### config.mk
export PLATFORM = sky130hd
export DESIGN_NAME = reg_write_arbiter
export DESIGN_NICKNAME = d
export VERILOG_FILES = /design/src/rtl/reg_arb_pkg.sv /design/src/rtl/rr_pick_logic.sv /design/src/rtl/reg_write_arbiter.sv
export SDC_FILE = /design/constraint.sdc
export NUM_CORES = 1
export LEC_CHECK = 0
export ABC_AREA = 1
export CAP_MARGIN = 20
export CORE_ASPECT_RATIO = 1.1
export CORE_UTILIZATION = 36
export CTS_CLUSTER_SIZE = 14
export DETAILED_ROUTE_END_ITERATION = 10
export PLACE_DENSITY = 0.74
export SETUP_SLACK_MARGIN = 0.4
export SKIP_LAST_GASP = 1
export SLEW_MARGIN = 20
export SYNTH_ARGS = -nofsm -noshare
export SYNTH_HDL_FRONTEND = slang
export SYNTH_SLANG_ARGS = --single-unit
### constraint.sdc
create_clock -name clk -period 2.1 [get_ports clk]
set_clock_uncertainty 0.15 [all_clocks]
set_input_delay 0.315 -clock clk [delete_from_list [all_inputs] [get_ports clk]]
set_output_delay 0.315 -clock clk [all_outputs]
set_load 0.01 [all_outputs]
### src/rtl/reg_arb_pkg.sv
// Shared types, default sizing and the round-robin search function for reg_write_arbiter.
package reg_arb_pkg;

  typedef enum logic {IDLE, OWN} arb_state_e;

  localparam int unsigned DEF_N_REQ    = 4;
  localparam int unsigned DEF_DW       = 8;
  localparam int unsigned DEF_MAX_HOLD = 4;
  localparam int unsigned RR_MAX_REQ   = 8;

  typedef struct packed {
    logic       found;
    logic [2:0] idx;
  } rr_pick_t;

  // First set, non-excluded request bit starting at ptr and wrapping modulo n.
  function automatic rr_pick_t rr_pick(input logic [7:0] req, input logic [2:0] ptr,
                                       input logic [7:0] exclude, input int unsigned n);
    rr_pick_t   r;
    logic [2:0] j;
    r = '0;
    for (int unsigned i = 0; i < RR_MAX_REQ; i++) begin
      j = 3'((32'(ptr) + i) % n);
      if (i < n && !r.found && req[j] && !exclude[j]) begin
        r.found = 1'b1;
        r.idx   = j;
      end
    end
    return r;
  endfunction

endpackage

### src/rtl/rr_pick_logic.sv
// Combinational rotate-and-priority-encode shared by the idle grant and owner handoff paths.
module rr_pick_logic
  import reg_arb_pkg::*;
#(
  parameter int unsigned N_REQ = DEF_N_REQ
) (
  input  logic [N_REQ-1:0]         i_req,
  input  logic [$clog2(N_REQ)-1:0] i_ptr,
  input  logic [N_REQ-1:0]         i_exclude,
  output logic                     o_found,
  output logic [$clog2(N_REQ)-1:0] o_idx
);

  localparam int unsigned OW = $clog2(N_REQ);

  rr_pick_t w_res;

  assign w_res   = rr_pick(8'(i_req), 3'(i_ptr), 8'(i_exclude), N_REQ);
  assign o_found = w_res.found;
  assign o_idx   = OW'(w_res.idx);

endmodule

### src/rtl/reg_write_arbiter.sv
// Round-robin owner of a shared register's write port; ARB_HOLD_LIMIT_EN adds a MAX_HOLD
// forced-handoff limit on consecutive writes per ownership.
module reg_write_arbiter
  import reg_arb_pkg::*;
#(
  parameter int unsigned N_REQ    = DEF_N_REQ,
  parameter int unsigned DW       = DEF_DW,
  parameter int unsigned MAX_HOLD = DEF_MAX_HOLD
) (
  input  logic                     clk,
  input  logic                     rst,
  input  logic [N_REQ-1:0]         req,
  input  logic [N_REQ*DW-1:0]      wdata,
  output logic [N_REQ-1:0]         gnt,
  output logic [$clog2(N_REQ)-1:0] owner,
  output logic                     busy,
  output logic                     reg_en,
  output logic [DW-1:0]            reg_d
);

  localparam int unsigned OW = $clog2(N_REQ);

  if (N_REQ < 2 || N_REQ > RR_MAX_REQ || MAX_HOLD == 0) begin : g_bad_cfg
    $error("reg_write_arbiter: unsupported N_REQ/MAX_HOLD");
  end

  arb_state_e       r_state;
  logic [OW-1:0]    r_ptr;
  logic [OW-1:0]    r_owner;
  logic [N_REQ-1:0] r_gnt;
  logic             r_busy;

  logic             w_found;
  logic [OW-1:0]    w_idx;
  logic [N_REQ-1:0] w_exclude;
  logic             w_own_req;
  logic [DW-1:0]    w_sel;
  logic [OW-1:0]    w_next_ptr;
  logic             w_force;
  logic             w_take;
  logic             w_drop;

  // The current owner is masked out so a release or forced handoff never re-grants it.
  assign w_exclude = r_busy ? (N_REQ'(1) << r_owner) : '0;
  assign w_own_req = req[r_owner];

  rr_pick_logic #(.N_REQ(N_REQ)) u_pick (
    .i_req     (req),
    .i_ptr     (r_ptr),
    .i_exclude (w_exclude),
    .o_found   (w_found),
    .o_idx     (w_idx)
  );

  always_comb begin
    w_sel = '0;
    for (int unsigned i = 0; i < N_REQ; i++) begin
      if (r_owner == OW'(i)) w_sel = wdata[i*DW +: DW];
    end
  end

  assign w_next_ptr = (w_idx == OW'(N_REQ - 1)) ? '0 : w_idx + OW'(1);

`ifdef ARB_HOLD_LIMIT_EN
  localparam int unsigned HW = $clog2(MAX_HOLD + 1);

  logic [HW-1:0] r_hold;
  logic [HW-1:0] w_hold_inc;

  // Count includes the write happening this cycle, so the owner gets exactly MAX_HOLD writes.
  always_comb begin
    w_hold_inc = r_hold;
    if (reg_en && r_hold != HW'(MAX_HOLD)) w_hold_inc = r_hold + HW'(1);
  end

  assign w_force = (w_hold_inc == HW'(MAX_HOLD)) && w_found;
`else
  assign w_force = 1'b0;
`endif

  always_comb begin
    w_take = 1'b0;
    w_drop = 1'b0;
    case (r_state)
      IDLE: w_take = w_found;
      OWN: begin
        w_take = (!w_own_req || w_force) && w_found;
        w_drop = !w_own_req && !w_found;
      end
      default: ;
    endcase
  end

  always_ff @(posedge clk or negedge rst) begin
    if (!rst) begin
      r_state <= IDLE;
      r_ptr   <= '0;
      r_owner <= '0;
      r_gnt   <= '0;
      r_busy  <= 1'b0;
`ifdef ARB_HOLD_LIMIT_EN
      r_hold  <= '0;
`endif
    end else if (w_take) begin
      r_state <= OWN;
      r_gnt   <= N_REQ'(1) << w_idx;
      r_owner <= w_idx;
      r_ptr   <= w_next_ptr;
      r_busy  <= 1'b1;
`ifdef ARB_HOLD_LIMIT_EN
      r_hold  <= '0;
`endif
    end else if (w_drop) begin
      r_state <= IDLE;
      r_gnt   <= '0;
      r_busy  <= 1'b0;
    end else begin
`ifdef ARB_HOLD_LIMIT_EN
      r_hold  <= w_hold_inc;
`endif
    end
  end

  assign gnt    = r_gnt;
  assign owner  = r_owner;
  assign busy   = r_busy;
  assign reg_en = r_busy & w_own_req;
  assign reg_d  = r_busy ? w_sel : '0;

endmodule

Word-level counts from Yosys, hierarchy flattened. Cells that the tools add are included.

Multiply operators: 0. Shifts and indexed selects: 2. Reduce and logical (&&, ||, !) cells: 20. Multiplexer cells: 35. Magnitude comparators: 5. Bitwise operators: 2. Add/sub/neg operators: 4. Divide/modulo/power cells: 0. Equality and inequality tests: 4.

Operators by type and width (number): 8-bit 2-to-1 mux (5); 4-bit 2-to-1 mux (7); 1-bit binary-select mux with 2-bit select (9); 2-bit by 4-bit less-than comparator with 1-bit output (second input constant) (4); 1-bit 2-to-1 mux (12); 1-bit logical AND (9); 1-bit zero test (9); 1-bit by 2-bit left shift with 4-bit output (first input constant) (2); 2-bit == test (second input constant) (3); 2-bit by 1-bit adder with 2-bit output (second input constant) (2); 2-bit adder (second input constant) (2); 2-bit by 3-bit less-than comparator with 1-bit output (second input constant) (1); 2-bit by 1-bit == test with 1-bit output (second input constant) (1); 2-bit zero test (1); 2-bit 2-to-1 mux (1); 1-bit case mux with 2 select lines (1); 2-bit nonzero test (1); 1-bit AND (1); 1-bit inverter (1).

Bits in latches: 0. RAM bits: 0. Memory bits (read-only): 0. Register bits after elaboration: 9. Output and inout bits: 16. Memories: 0.

Logic depth before layout (Yosys ltp).
Word-level depth: 24. Depth in mapped cells: 16.

Hierarchy. A second synthesis with hierarchy kept.

Cell total of the unflattened synthesis: 177. Area, all modules: 1028.5 um^2.

By module, submodules not included: reg_write_arbiter (instances 1, cells an instance 118, area each 752.0 um^2); rr_pick_logic (instances 1, cells an instance 59, area each 276.5 um^2).

Least setup slack after synthesis. Ideal clock, no wire load.

Kind: reg-to-reg. From: reg r_owner[0] (netlist: owner[0]). To: reg r_ptr[1]. Clock period less this slack: 2.095 ns. Setup slack: 0.005 ns. Arrival time: 1.871 ns. Stages on the path, launching flop included: 15. Setup time: 0.074 ns. Cell sequence: dfrtp_1 > inv_1 > nand3_1 > nand2_1 > nand2_1 > nand2_1 > nand2_1 > nor2_4 > nand2_1 > nor2_1 > nor2_1 > nand2_1 > inv_1 > ha_1 > o21ai_2.

Cells in the longest elaborated chain, start to end: 21.

RTL lines: from (decl) (line reg_write_arbiter.sv:29) `logic [OW-1:0] r_owner;`; from (signal assigned) (line reg_write_arbiter.sv:107) `r_owner <= w_idx;`; 1-bit by 2-bit left shift with 4-bit output * (line reg_write_arbiter.sv:44) `assign w_exclude = r_busy ? (N_REQ'(1) << r_owner) : '0;`; 4-bit 2-to-1 mux * (line reg_write_arbiter.sv:44); 1-bit binary-select mux with 2-bit select (line reg_arb_pkg.sv:24) `if (i < n && !r.found && req[j] && !exclude[j]) begin`; 1-bit 2-to-1 mux (implied by the code) (line reg_arb_pkg.sv:24); 1-bit zero test (line reg_arb_pkg.sv:24); 1-bit logical AND (line reg_arb_pkg.sv:24); 4-bit 2-to-1 mux (line reg_arb_pkg.sv:24); 1-bit zero test (line reg_arb_pkg.sv:24); [4 not listed]; 1-bit logical AND (2 in a row) (line reg_arb_pkg.sv:24); 4-bit 2-to-1 mux (line reg_arb_pkg.sv:24); 1-bit zero test (line reg_arb_pkg.sv:24); 1-bit logical AND (2 in a row) (line reg_arb_pkg.sv:24); 4-bit 2-to-1 mux * (line reg_arb_pkg.sv:24); net u_pick.o_idx[1] (line rr_pick_logic.sv:11) `output logic [$clog2(N_REQ)-1:0] o_idx`; 2-bit by 1-bit adder with 2-bit output or 2-bit == test (tied branches) (line reg_write_arbiter.sv:62) `assign w_next_ptr = (w_idx == OW'(N_REQ - 1)) ? '0 : w_idx + OW'(1);`; 2-bit 2-to-1 mux * (line reg_write_arbiter.sv:62); to (signal assigned) (line reg_write_arbiter.sv:108) `r_ptr <= w_next_ptr;`; to (decl) (line reg_write_arbiter.sv:28) `logic [OW-1:0] r_ptr;`.

The timed path passes the listed nets; every way through them passes the cells marked *. The select of a mux whose other input is x is not followed. A chain may end at the register's enable or synchronous reset.

Final worst setup path.
From: reg r_owner[1] (netlist: owner[1]). To: reg r_ptr[1].

Same word-level chain as after synthesis.

==> run_results.csv <==
group,metric,value,unit
clocking,holdBufCountCts,0,
sta,timing.final.hold_violations,0,
logic_synthesis,yosysWarningCount,0,
critical_path,reg2reg_to,"r_ptr[1]$_DFFE_PN0P_",
sta,setup_tns,-0.475,ns
critical_path,critical_path.cell_chain,"buf_6 -> nand3_2 -> nand2_2 -> nand2_1 -> nand2_1 -> nand2_4 -> nor2_4 -> nand2_2 -> nor2_2 -> nor2_2 -> nand2_2 -> inv_4 -> ha_4 -> o21ai_2",
global_routing,initial_antenna_violation_count,0,
floorplanning,floorplan.die_area,0.00309,mm^2
global_routing,overflow,0,
sta,timing.final.max_slew_violations,0,
logic_synthesis,mappedNetlistNets,221,
run_status,violated_checks,"setup timing",
cells_and_area,antenna_cells,0,
sta,finalSetupViolations,9,
clocking,root_buffer,"sky130_fd_sc_hd__clkbuf_4",
sta,timing.final.crit_share,104,%
logic_synthesis,synth.lib_cells_used.distinct,22,
drt,drt-vias-per-instance,5.19,
logic_synthesis,synth.avg_cell_area,5.78,um^2
floorplanning,floorplan.die.width,53.1,um
cells_and_area,fillers,174,
logic_synthesis,ys_seq_elements,9,
logic_synthesis,synth_sequential_area_ratio,21.8,%
flow_run,cap_violations,0,
drt,post-route-drc-count,0,
floorplanning,initial_utilization,37.6,%
power_and_ir_drop,leakage_power_figure,1.09,nW
global_routing,grt_pass1_wl,6130,um
clocking,clock_tree.buffer_depth,2,
sta,actual_slew_at_the_worst_max_slew_pin,0.419,ns
sta,relSlewSlack,72.0,%
drt,drt-wirelength-per-cell,14.5,um
cells_and_area,final_layout_size_suffix_gt1_share,48.4,%
clocking,clkSlewWorstSetupHoldPaths,0.06,ns
critical_path,cpMostUsedCell,"sky130_fd_sc_hd__nand2_2",
floorplanning,placeableCoreArea,0.00275,mm^2
critical_path,timing.critical_path.arrival,2.20,ns
drt,vias,1629,
critical_path,worstPathBufferInverterCount,2,
sta,rsz_0062_raised_after_global_routing,"yes",
power_and_ir_drop,p_per_area,1930,mW/mm^2
clocking,cts_buffers,3,
clocking,clock_insertion_delay_worst_skew,0.26,ns
critical_path,worst_r2r_startpoint,"owner[1]$_DFFE_PN0P_",
logic_synthesis,synth_area_leaders,"sky130_fd_sc_hd__nand2_1 25%, sky130_fd_sc_hd__dfrtp_1 22%, sky130_fd_sc_hd__nand3_1 13%",
run_status,status,"finished with violations",
clocking,cts_tree,"done",
floorplanning,io_pins,54,
critical_path,worstSetupStartpoint,"owner[1]$_DFFE_PN0P_",
place,globalplace.congestion,0.908,
drt,dr.pass1.iters,4,
cells_and_area,finalNonFillerCells,314,
global_routing,first_global_vias,1440,
drt,routed_wirelength,4570,um
power_and_ir_drop,vdd.ir_drop.worst,1.79,mV
cells_and_area,final_net_count,324,
cells_and_area,layout.cells.most_common,"sky130_fd_sc_hd__nand2_1",
clocking,clock_tree.htree_level_count,1,
critical_path,critical-path-top-delay-family,"simple AND/OR/NAND/NOR gates",
place,numPortBuffers,53,
critical_path,critical_path_peak_fanout,5,
floorplanning,fp.dieH,58.2,um
sta,layout_setup_ws,-0.0935,ns
cells_and_area,final_core_utilization,82.5,%
critical_path,crit_slowest_cell,"sky130_fd_sc_hd__dfrtp_2",
logic_synthesis,cell_accounting_for_the_most_synthesized_area,"sky130_fd_sc_hd__nand2_1",
critical_path,worst_ep_required_time,2.11,ns
critical_path,crit_type,"flop to flop",
logic_synthesis,yosysTopAreaCellShare,24.7,%
critical_path,setup.worst_path.end_class,"flop",
sta,period_needed,2.19,ns
drt,drtIter0Drc,58,
worst_hold_path,hold_path.class,"primary input to asynchronous set/reset pin",
critical_path,worst_r2r_path_depth,14,
cells_and_area,areaGrowthSynthToFinish,119,%
floorplanning,row_count,20,
place,place.detailed.instances,290,
critical_path,reg2reg_slack,-0.09,ns
critical_path,slowest_delay,0.46,ns
cells_and_area,most-common-layout-cells,"44 x sky130_fd_sc_hd__nand2_1, 42 x sky130_fd_sc_hd__buf_4, 41 x sky130_fd_sc_hd__clkdlybuf4s50_1",
drt,drt.antenna.violating_nets,0,
place,place_hpwl,2750,um
global_routing,grt_start_max_net_pins,10,
sta,worst_hold_slack,0.201,ns
logic_synthesis,syn_inst,179,
global_routing,track_usage,26.5,%
sta,fmax,0.456,GHz
clocking,clock_sinks,9,
power_and_ir_drop,total_power,4.38,mW
critical_path,setup.worst_path.start_class,"flop",
logic_synthesis,synth.cell_area,0.00103,mm^2
[routing by layer]
metal	track usage, %	vias up	wire length, um	share of wire [%]
li1	-	791	-	-
met1	32.0	745	1750	38
met2	48.3	75	2410	53
met3	3.41	18	292	6.4
met4	6.77	0	109	2.4
met5	0	-	0	0
[where the power goes]
group,switching (mW),internal [mW]
Combinational,2.02,1.84
Sequential,0.123,0.265
Clock,0.0619,0.0733
Total,2.20,2.18
[area by class of cell]
class | count | area, um^2 | area share, %
Multi-Input combinational cell | 144 | 986 | 43.4
Timing Repair Buffer | 104 | 898 | 39.6
Inverter | 20 | 90.1 | 3.97
Tap cell | 33 | 41.3 | 1.82
Sequential cell | 9 | 229 | 10.1
Clock buffer | 4 | 26.3 | 1.16
[worst reg2reg max path, stage by stage (launching register included)]
cell,delay (ns)
sky130_fd_sc_hd__dfrtp_2,0.46
sky130_fd_sc_hd__buf_6,0.13
sky130_fd_sc_hd__nand3_2,0.09
sky130_fd_sc_hd__nand2_2,0.08
sky130_fd_sc_hd__nand2_1,0.07
sky130_fd_sc_hd__nand2_1,0.11
sky130_fd_sc_hd__nand2_4,0.07
sky130_fd_sc_hd__nor2_4,0.16
sky130_fd_sc_hd__nand2_2,0.10
sky130_fd_sc_hd__nor2_2,0.13
sky130_fd_sc_hd__nor2_2,0.05
sky130_fd_sc_hd__nand2_2,0.14
sky130_fd_sc_hd__inv_4,0.07
sky130_fd_sc_hd__ha_4,0.26
sky130_fd_sc_hd__o21ai_2,0.04
[synth_stat cells]
master / n
sky130_fd_sc_hd__a21oi_1: 3
sky130_fd_sc_hd__buf_2: 1
sky130_fd_sc_hd__buf_4: 2
sky130_fd_sc_hd__buf_6: 2
sky130_fd_sc_hd__clkbuf_1: 1
sky130_fd_sc_hd__dfrtp_1: 9
sky130_fd_sc_hd__ha_1: 4
sky130_fd_sc_hd__inv_1: 19
sky130_fd_sc_hd__inv_2: 1
sky130_fd_sc_hd__nand2_1: 68
sky130_fd_sc_hd__nand2_2: 2
sky130_fd_sc_hd__nand3_1: 26
sky130_fd_sc_hd__nand4_1: 2
sky130_fd_sc_hd__nor2_1: 12
sky130_fd_sc_hd__nor2_4: 1
sky130_fd_sc_hd__o211ai_1: 1
sky130_fd_sc_hd__o211ai_2: 1
sky130_fd_sc_hd__o21ai_0: 15
sky130_fd_sc_hd__o21ai_1: 1
sky130_fd_sc_hd__o21ai_2: 1
sky130_fd_sc_hd__o22ai_1: 4
sky130_fd_sc_hd__o31ai_1: 3
[worst max path at each step]
| stage | end | cells past startpoint |
|---|---|---|
| after floorplan | r_ptr[1]$_DFFE_PN0P_ | 15 |
| after global placement | r_ptr[1]$_DFFE_PN0P_ | 15 |
| after detailed placement | r_ptr[1]$_DFFE_PN0P_ | 15 |
| after CTS | r_ptr[1]$_DFFE_PN0P_ | 15 |
| after global routing | r_ptr[1]$_DFFE_PN0P_ | 14 |
| final | r_ptr[1]$_DFFE_PN0P_ | 14 |
[cell families after synthesis]
family / count (synthesis) / synth area share (%)
AOI/OAI and AO/OA: 29 / 16.6
adders and majority gates: 4 / 4.84
buffers and inverters: 26 / 11.7
DFF: 9 / 21.8
and+or+nand+nor: 111 / 45.1
[what timing repair did]
action | CTS | global route
pin swaps | 25 | 22
endpoints found under the setup margin | 21 | 18
gates resized for setup | 83 | 46
hold endpoints to repair | 0 | 0
setup buffers | 13 | 7
[registers in the layout, indices dropped and copies added (netlist names)]
signal,count
busy,1
gnt,4
owner,2
r_ptr,2
[per-stage QoR]
stage / instance area (um^2) / setup slack (ns)
4_1_cts: 2080 / 0.0392
5_1_grt: 2270 / -0.244
3_5_place_dp: 1840 / -0.282
6_report: 2270 / -0.0935
2_1_floorplan: 1090 / 0.0626
3_3_place_gp: 1840 / -0.237
Power figures use the tool's default switching activity.
